--- src/rtl/uart_rx_register.sv ---
// UART receive path: 16x oversampled serial input, 5-8 data bits with optional
// parity, one stop bit, CPU-readable holding register with status/error flags.
module uart_rx_register (
   input  logic       clk,
   input  logic       rst,
   input  logic       rx_in,
   input  logic       tick16,
   input  logic       CSn,
   input  logic       RE,
   input  logic [3:0] dbits,
   input  logic       parity_en,
   input  logic       parity_odd,
   output logic [7:0] data_out,
   output logic       rxready,
   output logic       receiving,
   output logic       parity_err,
   output logic       framing_err,
   output logic       overrun
);

   typedef enum logic [2:0] {
      IDLE,
      START,
      DATA,
      PARITY,
      STOP
   } state_t;

   state_t      state, state_n;
   logic        rx_m, rx_s;
   logic [3:0]  cnt;
   logic [2:0]  bitcnt;
   logic [7:0]  shreg;
   logic [2:0]  last_bit;
   logic        par_en_q, par_odd_q, perr_q;
   logic        read;

   logic        go_start, cnt_clr, do_data, do_par, xfer;
   logic [2:0]  dcfg;
   logic [3:0]  dm1;

   assign read      = RE & ~CSn;
   assign receiving = (state != IDLE);

   always_ff @(posedge clk or posedge rst) begin
      if (rst) begin
         rx_m <= 1'b1;
         rx_s <= 1'b1;
      end else begin
         rx_m <= rx_in;
         rx_s <= rx_m;
      end
   end

   // Index of the last data bit, with dbits clamped into 5..8.
   always_comb begin
      dm1  = dbits - 4'd1;
      dcfg = dm1[2:0];
      if (dbits < 4'd5)
         dcfg = 3'd4;
      else if (dbits > 4'd8)
         dcfg = 3'd7;
   end

   always_ff @(posedge clk or posedge rst) begin
      if (rst)
         state <= IDLE;
      else
         state <= state_n;
   end

   always_comb begin
      state_n  = state;
      go_start = 1'b0;
      cnt_clr  = 1'b0;
      do_data  = 1'b0;
      do_par   = 1'b0;
      xfer     = 1'b0;
      if (tick16) begin
         case (state)
            IDLE: begin
               if (!rx_s) begin
                  state_n  = START;
                  go_start = 1'b1;
                  cnt_clr  = 1'b1;
               end
            end
            START: begin
               if (cnt == 4'd7) begin
                  cnt_clr = 1'b1;
                  state_n = rx_s ? IDLE : DATA;
               end
            end
            DATA: begin
               if (cnt == 4'd15) begin
                  do_data = 1'b1;
                  if (bitcnt == last_bit)
                     state_n = par_en_q ? PARITY : STOP;
               end
            end
            PARITY: begin
               if (cnt == 4'd15) begin
                  do_par  = 1'b1;
                  state_n = STOP;
               end
            end
            STOP: begin
               if (cnt == 4'd15) begin
                  xfer    = 1'b1;
                  state_n = IDLE;
               end
            end
            default: state_n = IDLE;
         endcase
      end
   end

   // Frame datapath; bits land at their final index so the result is right-justified.
   always_ff @(posedge clk or posedge rst) begin
      if (rst) begin
         cnt       <= '0;
         bitcnt    <= '0;
         shreg     <= '0;
         last_bit  <= 3'd7;
         par_en_q  <= 1'b0;
         par_odd_q <= 1'b0;
         perr_q    <= 1'b0;
      end else if (tick16) begin
         cnt <= cnt_clr ? '0 : cnt + 4'd1;
         if (go_start) begin
            bitcnt    <= '0;
            shreg     <= '0;
            last_bit  <= dcfg;
            par_en_q  <= parity_en;
            par_odd_q <= parity_odd;
         end
         if (do_data) begin
            shreg[bitcnt] <= rx_s;
            bitcnt        <= bitcnt + 3'd1;
         end
         if (do_par)
            perr_q <= (^shreg) ^ rx_s ^ par_odd_q;
      end
   end

   // Transfer takes priority over a same-edge read.
   always_ff @(posedge clk or posedge rst) begin
      if (rst) begin
         data_out    <= '0;
         rxready     <= 1'b0;
         parity_err  <= 1'b0;
         framing_err <= 1'b0;
         overrun     <= 1'b0;
      end else if (xfer) begin
         data_out    <= shreg;
         rxready     <= 1'b1;
         parity_err  <= par_en_q & perr_q;
         framing_err <= ~rx_s;
         if (rxready && !read)
            overrun <= 1'b1;
      end else if (read) begin
         rxready <= 1'b0;
         overrun <= 1'b0;
      end
   end

endmodule

--- config.mk ---
export PLATFORM = sky130hd
export DESIGN_NAME = uart_rx_register
export DESIGN_NICKNAME = d
export VERILOG_FILES = /design/src/rtl/uart_rx_register.sv
export SDC_FILE = /design/constraint.sdc
export NUM_CORES = 1
export LEC_CHECK = 0
export CAP_MARGIN = 20
export CORE_MARGIN = 5
export CORE_UTILIZATION = 40
export DETAILED_ROUTE_END_ITERATION = 10
export SETUP_SLACK_MARGIN = 0.2
export SLEW_MARGIN = 25
export SYNTH_ARGS = -nofsm -noshare
export SYNTH_HDL_FRONTEND = slang
export SYNTH_SLANG_ARGS = --single-unit
--- constraint.sdc ---
create_clock -name clk -period 2.2 [get_ports clk]
set_input_delay 0.44 -clock clk [delete_from_list [all_inputs] [get_ports clk]]
set_output_delay 0.44 -clock clk [all_outputs]
set_load 0.01 [all_outputs]
==> impl_results.md <==
- Synth Area in Adders: 1.89%
- Vias/cell: approximately 5.0
- Sequential fraction of the synthesis area: between 40% and 50%
- Setup Crit Path Kind: flop to output pin
- # DRC: 0
- RePlAce Congestion: 0.824
- Period utilization: between 80 and 90%
- Yosys top cell area share: about two fifths
- Synth Area in XOR/XNOR: 6.42%
- Die Span Y: 80.5 µm
- First-pass GRT wire length: ~6500 µm
- Hold WC Path Type: flop to flop
- Hold Buf Count CTS: 0
- Crit Path Max Fanout: 5
- Placed cells: between 200 and 300
- Fin. Hold Viols: 0
- Total Wirelength: 3850 µm
- # setup viols final: 0
- Worst vdd ir: between 0.3 and 0.4 mV
- TritonCTS Buffers: 5
- Number of flops mapped to enable cells by yosys: 0
- Final setup TNS: 0 ns
- Ys async rst share: 100%
- Drt pass-1 iters: 4
- TritonCTS clock tree: yes
- Initial Utilization: about 42%
- Outcome: completed
- F_max: approximately 550 MHz
- Post-layout minimum cycle time: approximately 1.8 ns
- Layout cells sized above 1: between 20% and 30%
- Least-Margin Pin Slew: approximately 0.5 ns
- Critical Path End Type: output pin
- Post-synthesis cell type count: 48
- Maxcap violations: 0
- Boundary Pins: 25
- Max clock buf depth: 2
- Initial antenna violation count: 0
- Worst EP required: between 1.5 and 2 ns
- Clock skew: around 0.0038 ns
- Pwr dens: between 800 and 900 nW/µm²
- Inserted Diodes: 0
- Yosys warns: 0
- Clock latency on the worst-skew pair: ~0.28 ns
- Rows: 25
- Worst path max stage delay: 0.42 ns
- Vias in the first global route: about 1500
- WP data arrival: 1.38 ns
- Non-filler cells, final: 280
- Largest net degree at the start of global routing: 39
- Die Area: roughly 6500 µm²
- Post-Synth Simple-Gate Area: 16.8%
- DR WL/cell: between 10 and 15 µm
- Detailed Route Iter0 Violations: a little under 70
- Syn Area/Cell: ~11 µm²
- DR vias: between 1000 and 1500
- Ys flop type: dfrtp_1
- Fin nets: between 200 and 250
- Post-synthesis compound-gate area fraction: 10.1%
- Tot Pwr: approximately 2 mW
- Post-Synthesis Cells: 180
- IO Port Bufs: 24
- Chip width: a little over 80 µm
- Mux share of post-synthesis cell area: between 10% and 20%
- Cell area after technology mapping: 1990 µm²
- Post-DP HPWL: between 2000 and 3000 µm
- Critical-path cell list: or3_4, dlygate4sd2_1
- Pleak: around 1.1 nW
- Startpoint types: flop
- Relative slew slack: 66.4%
- Clock transition at path regs: around 0.07 ns
- Post-route ant nets: 0
- Most frequent cells in the layout: dfrtp_1, nand2_1, clkdlybuf4s50_1
- Slew Limit Fails: 0
- Post-CTS setup buffer count: 0
- Gr ovfl total: 0
- Synth area leaders: dfrtp_1, mux2_2, dfstp_2
- Yosys top cell by area: dfrtp_1
- Commonest non-fill, non-tap cell in the layout: dfrtp_1
- Crit-path slowest cell: or3_4
- Synth-to-Final Area Change: 21.7%
- Post_cts resized: 1
- RSZ-0062 raised after global routing: false
- Root Driver: clkbuf_8
- Core Area: around 4800 µm²
- Largest family of logic cells by synthesized area: simple AND/OR/NAND/NOR gates
- H-Tree Depth: 2
- Overall Global Routing Usage: between 10% and 20%
- Synth Net Count: roughly 200
- Clk sinks: 38
- Synth Register Bits: 38
- Worst hold slack: 0.358 ns
==> registers in the layout, indices dropped and copies added (netlist names), 3 cells and up <==
register,flops
cnt,4
shreg,8
last_bit,3
state,3
bitcnt,3
data_out,8
==> cell usage after synthesis, drive strengths merged, types with 5 or more instances <==
master and count:
dfrtp 33, nand2 24, mux2 13, o21ai 10, inv 9, mux2i 9, xnor2 9, buf 7
nor2 7, nand3 6, dfstp 5, nand2b 5
==> layer usage <==
metal / track usage, % / vias up / routed length (µm)
met1: 15.1 / 674 / 1630
met2: 22.1 / 26 / 1980
met3: 4.15 / 8 / 173
li1: - / 684 / -
met5: 0 / - / 0
met4: 5.24 / 0 / 68
==> final timing paths <==
path | start | to | slack (ns) | cells past startpoint
max | state[2]$_DFFE_PP0P_ | receiving | 0.38 | 2
min | rx_m$_DFF_PP1_ | rx_s$_DFF_PP1_ | 0.36 | 0
max reg2reg | cnt[0]$_DFFE_PP0P_ | bitcnt[2]$_DFFE_PP0P_ | 0.43 | 6
min reg2reg | rx_m$_DFF_PP1_ | rx_s$_DFF_PP1_ | 0.36 | 0
max in group asynchronous | rst | rx_s$_DFF_PP1_ | 1.27 | 3
min in group asynchronous | rst | state[2]$_DFFE_PP0P_ | 0.56 | 3
==> where the power goes <==
group / switching, mW / total (mW) / internal (mW)
Combinational: 0.293 / 0.591 / 0.298
Sequential: 0.135 / 0.968 / 0.832
Clock: 0.225 / 0.443 / 0.218
==> per-stage QoR <==
stage	setup slack, ns	instance area, µm²	utilization [%]
2_1_floorplan	0.445	1990	-
3_3_place_gp	0.197	2340	48.9
3_5_place_dp	0.115	2340	48.9
4_1_cts	0.364	2420	50.5
5_1_grt	0.319	2420	50.5
6_report	0.378	2420	50.5
==> kinds of logic (layout without fill, tap and decap cells) <==
group / Yosys count / after routing
AO/OA/AOI/OAI: 28 / 28
XOR/XNOR: 13 / 13
adder cells (fa/ha/maj): 3 / 3
buffers and inverters: 18 / 51
flip-flops: 38 / 38
multiplexers: 22 / 22
AND/OR/NAND/NOR: 58 / 58
==> final cells by class <==
type	instances	area [µm²]
inverter	10	37.5
multi-input combinational	124	936
clock buffer	7	76.3
sequential	38	957
tap	67	83.8
timing repair buffer	34	327
fill	440	2370
==> worst max-delay path, delay by kind of cell (launching register included) <==
kind,cells,cell delay [ns]
buffers and inverters,1,0.30
flip-flops,1,0.38
AND/OR/NAND/NOR,1,0.42
(Power assumes the default switching activity.)
